## config.mk

```make
export PLATFORM = sky130hd
export DESIGN_NAME = pattern_scan_arbiter
export DESIGN_NICKNAME = d
export VERILOG_FILES = /design/src/rtl/pattern_scan_arbiter.sv
export SDC_FILE = /design/constraint.sdc
export NUM_CORES = 1
export LEC_CHECK = 0
export BUFFER_PORTS_ARGS = -buffer_cell sky130_fd_sc_hd__buf_2
export CAP_MARGIN = 15
export CORE_ASPECT_RATIO = 2
export CORE_UTILIZATION = 42
export DETAILED_ROUTE_END_ITERATION = 7
export PLACE_DENSITY = 0.77
export SLEW_MARGIN = 40
export SYNTH_ARGS = -nofsm -noshare
export SYNTH_HDL_FRONTEND = slang
export SYNTH_SLANG_ARGS = --single-unit
```

## constraint.sdc

```tcl
create_clock -name clk -period 1.9 [get_ports clk]
set_input_delay 0 -clock clk [delete_from_list [all_inputs] [get_ports clk]]
set_output_delay 0 -clock clk [all_outputs]
set_load 0.01 [all_outputs]
```

## src/rtl/pattern_scan_arbiter.sv

```systemverilog
// pattern_scan_arbiter
//   Purpose : shares one serial pattern detector between NREQ byte requesters.
//             An arbiter grants one requester in IDLE, its byte is shifted
//             MSB-first through a PLEN-bit history (one bit per clk), and
//             overlapping PATTERN hits are counted and reported with a
//             1-cycle done pulse tagged by requester id.
//   Latency : gnt in cycle T, done in T+9; one byte per 10 cycles at best.
//   Backpressure: requesters hold req/data until gnt; req is ignored while
//             busy (SCAN/REPORT), so waiting requesters simply stall.
//   Ports   : clk, reset (async, active-high)
//             req[NREQ], data[NREQ*8]    requester side
//             gnt[NREQ] (1-cycle one-hot), busy
//             match (Moore hit flag), done (1-cycle), done_id, match_cnt[4]
//   Config  : define PSA_FIXED_PRIORITY_EN for fixed priority (lowest index
//             wins, no round-robin pointer); default is round-robin.
module pattern_scan_arbiter #(
  parameter int             NREQ    = 4,
  parameter int             PLEN    = 2,
  parameter logic [PLEN-1:0] PATTERN = 2'b01,
  localparam int            IDW     = (NREQ > 1) ? $clog2(NREQ) : 1
) (
  input  logic              clk,
  input  logic              reset,
  input  logic [NREQ-1:0]   req,
  input  logic [NREQ*8-1:0] data,
  output logic [NREQ-1:0]   gnt,
  output logic              busy,
  output logic              match,
  output logic              done,
  output logic [IDW-1:0]    done_id,
  output logic [3:0]        match_cnt
);

  // Only PLEN-1 past bits are needed; the incoming bit completes the window.
  localparam int HW = (PLEN > 1) ? PLEN - 1 : 1;

  typedef enum logic [1:0] {
    S_IDLE,
    S_SCAN,
    S_REPORT
  } state_t;

  state_t         r_state;
  state_t         w_state_nxt;

  logic [7:0]     r_byte;
  logic [IDW-1:0] r_id;
  logic [HW-1:0]  r_hist;
  logic [2:0]     r_bit_cnt;
  logic [3:0]     r_count;
  logic           r_match;
  logic [IDW-1:0] r_done_id;
  logic [3:0]     r_match_cnt;

  logic           w_any;
  logic [IDW-1:0] w_win;
  logic           w_bit;
  logic [PLEN-1:0] w_hist_nxt;
  logic           w_hit;
  logic [3:0]     w_count_nxt;

  // A request can only be taken out of reset, so gnt stays 0 while reset is
  // held even if requesters keep req asserted.
  assign w_any = (|req) & ~reset;

`ifdef PSA_FIXED_PRIORITY_EN
  // Lowest asserted index wins: scanning downward lets the lowest overwrite.
  always_comb begin : p_arb
    w_win = '0;
    for (int i = NREQ - 1; i >= 0; i--) begin
      if (req[i]) w_win = i[IDW-1:0];
    end
  end
`else
  logic [IDW-1:0] r_ptr;

  // Search starts one past the last winner and wraps, so the last winner
  // has the lowest priority next time.
  always_comb begin : p_arb
    int  idx;
    logic found;
    w_win = '0;
    found = 1'b0;
    idx   = 0;
    for (int k = 1; k <= NREQ; k++) begin
      idx = (int'(r_ptr) + k) % NREQ;
      if (!found && req[idx[IDW-1:0]]) begin
        found = 1'b1;
        w_win = idx[IDW-1:0];
      end
    end
  end

  always_ff @(posedge clk or posedge reset) begin
    if (reset) begin
      r_ptr <= IDW'(NREQ - 1);
    end else if (r_state == S_IDLE && w_any) begin
      r_ptr <= w_win;
    end
  end
`endif

  // Serial datapath: the current bit is always the MSB of the shift register.
  assign w_bit = r_byte[7];

  generate
    if (PLEN == 1) begin : g_hist1
      assign w_hist_nxt = w_bit;
    end else begin : g_histn
      assign w_hist_nxt = {r_hist[PLEN-2:0], w_bit};
    end
  endgenerate

  // The bit_cnt guard stops a hit on a window that still holds cleared
  // (not-yet-shifted) history bits, e.g. PATTERN of all zeros.
  assign w_hit = (r_state == S_SCAN) && (w_hist_nxt == PATTERN) &&
                 (({1'b0, r_bit_cnt} + 4'd1) >= 4'(PLEN));

  assign w_count_nxt = r_count + {3'b000, (w_hit && (r_count != 4'd8))};

  always_ff @(posedge clk or posedge reset) begin
    if (reset) begin
      r_state <= S_IDLE;
    end else begin
      r_state <= w_state_nxt;
    end
  end

  always_comb begin
    w_state_nxt = r_state;
    gnt         = '0;
    busy        = 1'b0;
    done        = 1'b0;
    case (r_state)
      S_IDLE: begin
        if (w_any) begin
          gnt[w_win]  = 1'b1;
          w_state_nxt = S_SCAN;
        end
      end
      S_SCAN: begin
        busy = 1'b1;
        if (r_bit_cnt == 3'd7) w_state_nxt = S_REPORT;
      end
      S_REPORT: begin
        busy        = 1'b1;
        done        = 1'b1;
        w_state_nxt = S_IDLE;
      end
      default: w_state_nxt = S_IDLE;
    endcase
  end

  always_ff @(posedge clk or posedge reset) begin
    if (reset) begin
      r_byte      <= '0;
      r_id        <= '0;
      r_hist      <= '0;
      r_bit_cnt   <= '0;
      r_count     <= '0;
      r_match     <= 1'b0;
      r_done_id   <= '0;
      r_match_cnt <= '0;
    end else begin
      case (r_state)
        S_IDLE: begin
          r_match <= 1'b0;
          if (w_any) begin
            r_byte    <= data[{w_win, 3'b000} +: 8];
            r_id      <= w_win;
            r_hist    <= '0;
            r_bit_cnt <= '0;
            r_count   <= '0;
          end
        end
        S_SCAN: begin
          r_byte    <= {r_byte[6:0], 1'b0};
          r_hist    <= w_hist_nxt[HW-1:0];
          r_bit_cnt <= r_bit_cnt + 3'd1;
          r_count   <= w_count_nxt;
          r_match   <= w_hit;
          // Results land on the edge into REPORT so they are valid with done.
          if (r_bit_cnt == 3'd7) begin
            r_match_cnt <= w_count_nxt;
            r_done_id   <= r_id;
          end
        end
        S_REPORT: begin
          r_match <= 1'b0;
        end
        default: r_match <= 1'b0;
      endcase
    end
  end

  assign match     = r_match;
  assign done_id   = r_done_id;
  assign match_cnt = r_match_cnt;

endmodule

```

==> impl_metrics.csv, run 1 <==
group,metric,value,unit
sta,holdWs,0.03811,ns
min_path,hold_class,"in -> reg",
synth,synth_top_area_cell,"dfrtp_1",
clock_tree,root_buffer,"clkbuf_8",
synth,seq_area_frac_synth,39.95,%
final_layout,num-nets-final,309,
synth,async_flop_share,100.0,%
synth,synthFlopType,"dfrtp_1",
sta,fmax,473.6,MHz
synth,syn_area,0.001823,mm^2
global_route,globalRouteTotalUtil,21.42,%
power,irDropWorstVdd,0.8374,mV
global_route,grt_max_degree,30,
clock_tree,clk-insertion-delay-late,0.29,ns
power,p_comb_share,57.4,%
power,p_int,2.150,mW
sta,finalHoldViolCount,0,
final_layout,drive_gt1_share,50.57,%
synth,syn_inst,178,
synth,yosys-mux-area-fraction,4.873,%
setup_path,crit_type,"reg -> reg",
final_layout,design_area,0.002539,mm^2
route,drc,0,
clock_tree,cts_made_buffers,5,
power,power_switching,1.439,mW
synth,yosys.area_share.adder,6.177,%
die,die_area,0.004624,mm^2
outcome,violations,"setup timing",
die,rows,33,
route,wl_per_cell,15.32,um
die,fp.dieH,95.17,um
global_route,use_met3,1.914,%
final_layout,syn2layout_area_growth,39.26,%
die,core_area,0.004129,mm^2
power,pwr-share-clk,13.8,%
clock_tree,htree_num_levels,2,
sta,setup_violations,7,
synth,synth_top_family_by_area,"compound AO/OA/AOI/OAI gates",
sta,min_period,2.112,ns
clock_tree,cts_tree,"done",
synth,synth_cell_type_count,49,
synth,synth_xor_area_share,0.9609,%
synth,avgSynthCellArea,10.24,um^2
global_route,top_usage_layer,"met2",
clock_tree,clock_sinks,29,
route,dr.pass1.iters,4,
synth,yosys_warnings,0,
setup_path,cp.arrival,2.29,ns
global_route,grtUsageMet1,20.54,%
job,cap_violations,0,
global_route,use_met2,43.08,%
route,ant_nets,0,
power,power,3.589,mW
die,ios,51,
sta,post-route-period-util,111.1,%
synth,synthTopCellsByArea,"dfrtp_1 37%, ha_1 6.2%, mux2_2 4.3%",
synth,synth-seq-cells,29,
setup_path,crit_fanout,3,
setup_path,end_kind,"register",
clock_tree,clockBufferDepth,2,
die,die_x,48.59,um
sta,relSlewSlack,56.15,%
outcome,status,"finished with violations",
sta,fin_tns_setup,-0.8886,ns
placed_design,dp_hpwl,3.603,mm
final_layout,final_core_util,61.48,%
sta,clock_skew,0.006472,ns
global_route,grt_antenna_before_repair,0,
placed_design,placed_cell_area,0.002306,mm^2
power,p_seq_share,28.8,%
setup_path,crit_required,2.08,ns
sta,layout_setup_ws,-0.2116,ns
final_layout,stdcell_count,315,
die,initial_core_util,44.15,%
synth,synth_compound_area_share,26.15,%
route,via_per_inst,5.571,
synth,synth_simple_gate_area_share,17.57,%
sta,drv_slew,0,
synth,synth_top_cell_area_share,37.06,%
route,drtIter0Drc,60,
global_route,grt_pass1_vias,1705,
placed_design,pre_cts_ws,-0.2522,ns
power,switching_share,40.09,%
route,num_vias,1755,
global_route,gr-total-overflow,0,
power,power_density,1414,mW/mm^2
sta,rsz0062_at_grt,"yes",
synth,synth_nets,225,
synth,synth_edf_count,0,
route,routed_wl,4.826,mm
sta,worst_pin_slew,0.6542,ns
final_layout,diodes,0,
placed_design,io_buffers,50,
placed_design,globalplace.congestion,0.8755,
clock_tree,clk_pin_slew,0.06,ns
power,leakagePower,1.214,nW
global_route,grt_pass1_wl,7.479,mm
placed_design,dpl.cell_count,298,
setup_path,startpoint_type,"register",
## timing repair
action                                 CTS  global route
setup buffers                            1             6
pin swaps                                1             4
setup endpoints to repair               15            18
hold buffers                             1             0
endpoints found under the hold margin   27             0
gates resized for setup                  8            12
cloned                                   0             1
## worst max-delay path, stage by stage (launching register included)
cell	delay, ns
dfrtp_1	0.38
ha_2	0.20
ha_4	0.26
inv_2	0.03
a211oi_2	0.22
nor3_2	0.08
o41a_1	0.12
ha_2	0.21
ha_4	0.17
nor2b_1	0.12
a22o_1	0.22
## registers in the layout, summed over array words and instances (netlist names)
| register | flops |
|---|---|
| match | 1 |
| r_state | 2 |
| r_hist | 1 |
| done_id | 2 |
| r_id | 2 |
| r_bit_cnt | 3 |
| match_cnt | 4 |
| r_byte | 8 |
| r_ptr | 2 |
| r_count | 4 |
## power groups by stage
stage          Clock (mW)  Sequential (mW)  Combinational (mW)
6_report            0.496             1.03                2.06
5_1_grt             0.521             1.07                2.23
4_1_cts             0.508             1.03                1.87
3_5_place_dp            0             1.04                1.80
3_3_place_gp            0             1.02                1.75
2_1_floorplan           0             1.01                1.20
## cells by family after synthesis
logic type	count (synthesis)
AND/OR/NAND/NOR	58
buffers and inverters	13
adder cells (fa/ha/maj)	9
multiplexers	8
flip-flops	29
XOR/XNOR	2
AO/OA/AOI/OAI	59
## cell usage after synthesis (2+ instances only)
master	number
dfstp_2	2
nor3b_1	3
nand2b_1	3
nand3_1	2
o21ai_0	8
a211oi_1	7
a211o_1	2
dfrtp_1	27
o311a_2	5
nor2b_1	3
o311a_1	2
a22o_1	5
a21oi_1	6
a221oi_1	6
ha_1	9
inv_1	7
and2_1	3
buf_6	3
nor3_1	7
a31oi_1	6
mux2_2	7
nor3_2	2
xnor2_1	2
nor2_1	13
nand2_1	14
## final timing paths
check | from | cells after the start | slack, ns | end
max | r_bit_cnt[1] | 10 | -0.21 | r_count[2]
min in group asynchronous | reset | 4 | 0.41 | r_count[1]
max reg2reg | r_bit_cnt[1] | 10 | -0.21 | r_count[2]
max in group asynchronous | reset | 4 | 1.18 | r_ptr[0]
min reg2reg | match_cnt[3] | 2 | 0.48 | match_cnt[3]
min | data[24] | 3 | 0.04 | r_byte[0]
## final cells by class
class | count | area [um^2]
Timing Repair Buffer | 83 | 513.0
Inverter | 7 | 26.28
Multi-Input combinational cell | 136 | 1124
Tap cell | 52 | 65.06
Fill cell | 383 | 1590
Clock inverter | 2 | 10.01
Sequential cell | 29 | 728.2
Clock buffer | 6 | 72.57
## routing by layer
metal  wire, um  vias to the layer above
met4        144                        0
met1       1654                      856
met2       2917                       49
met5          0                        -
met3        109                       12
li1           -                      838
## placed cells by master, fill, tap and decap left out, types with 4 or more instances in the layout
cell	count
o311a_2	5
buf_6	4
a22o_1	5
mux2_2	7
a31oi_1	6
nand2_1	13
inv_1	5
a21oi_1	6
dfrtp_1	27
ha_1	4
nor2_1	13
clkbuf_8	5
a211oi_1	5
o21ai_0	6
a221oi_1	6
buf_2	51
nor3_1	6
buf_4	27
(Power assumes the default switching activity.)
==> run 2: changes to the inputs <==
--- a/config.mk
+++ b/config.mk
@@ -5,12 +5,14 @@
 export SDC_FILE = /design/constraint.sdc
 export NUM_CORES = 1
 export LEC_CHECK = 0
+export ABC_AREA = 1
 export BUFFER_PORTS_ARGS = -buffer_cell sky130_fd_sc_hd__buf_2
 export CAP_MARGIN = 15
 export CORE_ASPECT_RATIO = 2
-export CORE_UTILIZATION = 42
+export CORE_UTILIZATION = 28
+export CTS_CLUSTER_DIAMETER = 80
 export DETAILED_ROUTE_END_ITERATION = 7
-export PLACE_DENSITY = 0.77
+export PLACE_DENSITY = 0.57
 export SLEW_MARGIN = 40
 export SYNTH_ARGS = -nofsm -noshare
 export SYNTH_HDL_FRONTEND = slang
==> impl_metrics.csv, run 2 <==
group,metric,value,unit
placed_design,dp_hpwl,4.069,mm
final_layout,seqCellArea,728.2,um^2
synth,synth-seq-cells,29,
sta,rsz0062_at_grt,"yes",
final_layout,diodes,0,
global_route,top_usage_layer,"met2",
global_route,globalRouteTotalUtil,15.22,%
final_layout,multi_input_area,0.001212,mm^2
synth,synth_top_area_cell,"dfrtp_1",
power,irDropWorstVdd,0.5713,mV
global_route,grtUsageMet1,13.89,%
synth,synth_most_common_cell,"nand2_1",
global_route,grt_pass1_wl,8.307,mm
power,p_int,3.091,mW
die,core_area,0.006726,mm^2
setup_path,slowest_stage,"dfstp_2",
setup_path,slowest_delay,0.59,ns
synth,netlist_top_cells_count,"87 x nand2_1, 31 x nand3_1, 30 x inv_1",
sta,drv_slew,0,
synth,yosys_warnings,0,
outcome,status,"finished with violations",
final_layout,largest_reg_flops,8,
route,ant_nets,0,
clock_tree,clock_sinks,29,
die,die_area,0.007384,mm^2
route,num_vias,2058,
clock_tree,clk_pin_slew,0.05,ns
clock_tree,cts_tree,"done",
synth,synth_nets,319,
final_layout,num-nets-final,400,
power,p_comb_share,69.9,%
global_route,gr-total-overflow,0,
synth,async_flop_share,100.0,%
clock_tree,root_buffer,"clkbuf_16",
synth,synth_top_cell_area_share,34.35,%
power,p_seq_share,17.1,%
placed_design,pre_cts_ws,-0.2071,ns
die,initial_core_util,29.24,%
placed_design,globalplace.congestion,0.8720,
route,wl_per_cell,12.15,um
sta,layout_setup_ws,-0.1935,ns
sta,fmax,477.7,MHz
setup_path,r2r_cells,12,
final_layout,syn2layout_area_growth,47.20,%
min_path,holdPathStages,5,
power,pwr-share-clk,13.0,%
global_route,grt_antenna_before_repair,0,
synth,syn_area,0.001967,mm^2
final_layout,largest-register,"r_byte",
synth,synthTopCellsByArea,"dfrtp_1 34%, nand2_1 17%, nand3_1 7.9%",
outcome,violations,"setup timing",
setup_path,crit_type,"reg -> out",
placed_design,io_buffers,50,
synth,seq_area_frac_synth,37.02,%
setup_path,crit_required,1.90,ns
power,power,5.710,mW
synth,synth_edf_count,0,
sta,relSlewSlack,73.44,%
clock_tree,cts_made_buffers,5,
clock_tree,htree_num_levels,2,
sta,clock_skew,0.003202,ns
power,power_density,1972,mW/mm^2
final_layout,drive_gt1_share,41.81,%
global_route,grt_pass1_vias,2000,
job,cap_violations,0,
setup_path,path_depth,10,
global_route,use_met3,1.711,%
setup_path,crit_fanout,8,
final_layout,fill_cells,714,
sta,min_period,2.093,ns
route,drtIter0Drc,83,
route,drc,0,
die,ios,51,
clock_tree,clk-insertion-delay-late,0.27,ns
placed_design,placed_cell_area,0.002469,mm^2
global_route,grt_max_degree,30,
setup_path,crit_family,"simple AND/OR/NAND/NOR gates",
setup_path,end_kind,"output pin",
route,via_per_inst,4.656,
synth,synthFlopType,"dfrtp_1",
final_layout,design_area,0.002895,mm^2
sta,finalHoldViolCount,0,
min_path,hold_class,"in -> reg",
setup_path,rrSetupSlack,-0.18,ns
clock_tree,clockBufferDepth,2,
synth,synth_cell_type_count,25,
synth,syn_inst,272,
sta,worst_pin_slew,0.3974,ns
die,die_x,61.27,um
global_route,use_met2,28.87,%
final_layout,mostFrequentLayoutCells,"72 x nand2_1, 50 x buf_2, 27 x inv_1, 27 x dfrtp_1, 25 x nand3_1",
setup_path,startpoint_type,"register",
setup_path,critical_path_buf_inv_count,3,
sta,fin_tns_setup,-2.572,ns
final_layout,layout.cells.most_common,"nand2_1",
setup_path,cp_cell_sequence,"buf_6 -> nand2_1 -> nand3_2 -> nand2_2 -> nor2_4 -> nand4_1 -> nand2_4 -> inv_6 -> nor3_2 -> buf_2",
power,leakagePower,1.509,nW
sta,post-route-period-util,110.2,%
die,fp.dieH,120.5,um
route,routed_wl,5.371,mm
power,power_switching,2.619,mW
setup_path,cp.arrival,2.09,ns
power,switching_share,45.87,%
sta,setup_violations,18,
synth,avgSynthCellArea,7.231,um^2
route,dr.pass1.iters,4,
die,rows,42,
sta,holdWs,0.03373,ns
run 2: power by group through the flow:
stage	sequential, mW	combinational, mW	clock, mW
finish	0.974	3.99	0.742
CTS	0.977	3.82	0.766
global placement	0.969	3.11	0
floorplan	0.970	2.28	0
detailed placement	0.976	3.15	0
global route	1.00	4.42	0.789
run 2: through the flow:
stage               instances  utilization [%]
CTS                       440            41.35
global route              442            43.04
global placement          423            36.70
detailed placement        423            36.70
floorplan                 272                -
finish                    442            43.04
run 2: what timing repair did:
| item | CTS | global route |
|---|---|---|
| hold buffers | 1 | 0 |
| endpoints found under the hold margin | 27 | 0 |
| resized for setup | 31 | 26 |
| setup buffers | 7 | 2 |
| pin swaps | 23 | 15 |
| cloned | 1 | 0 |
| setup endpoints to repair | 22 | 22 |
run 2: kinds of logic (layout without fill, tap and decap cells):
logic type | count (synthesis) | after routing | share of synthesized area, %
AOI/OAI and AO/OA | 34 | 34 | 10.24
xor gates and xnor gates | 2 | 2 | 0.8907
adders and majority gates | 9 | 9 | 5.725
buffers and inverters | 43 | 125 | 10.24
DFF | 29 | 29 | 37.02
and+or+nand+nor | 155 | 155 | 35.88
run 2: final timing paths:
| check | from | to |
|---|---|---|
| max | r_ptr[0] | gnt[1] |
| min | data[19] | r_byte[3] |
| max reg2reg | r_bit_cnt[0] | r_count[2] |
| min reg2reg | r_byte[0] | r_byte[0] |
| max in group asynchronous | reset | r_ptr[0] |
| min in group asynchronous | reset | match_cnt[0] |
run 2: per-layer routing:
layer / vias to the layer above / routed length (um)
li1: 1037 / -
met1: 968 / 1924
met2: 39 / 3084
met3: 14 / 134
met4: 0 / 227
met5: - / 0
run 2: tightest hold or removal path: cells and delay by family:
kind | cells | cell delay [ns]
AND/OR/NAND/NOR | 3 | 0.14
buffers and inverters | 1 | 0.07
AO/OA/AOI/OAI | 1 | 0.06
run 2: final cells by class:
| class | count | area share [%] |
|---|---|---|
| Multi-Input combinational cell | 200 | 41.88 |
| Sequential cell | 29 | 25.15 |
| Timing Repair Buffer | 83 | 19.45 |
| Inverter | 34 | 4.927 |
| Clock buffer | 6 | 4.451 |
| Tap cell | 88 | 3.803 |
| Clock inverter | 2 | 0.3457 |
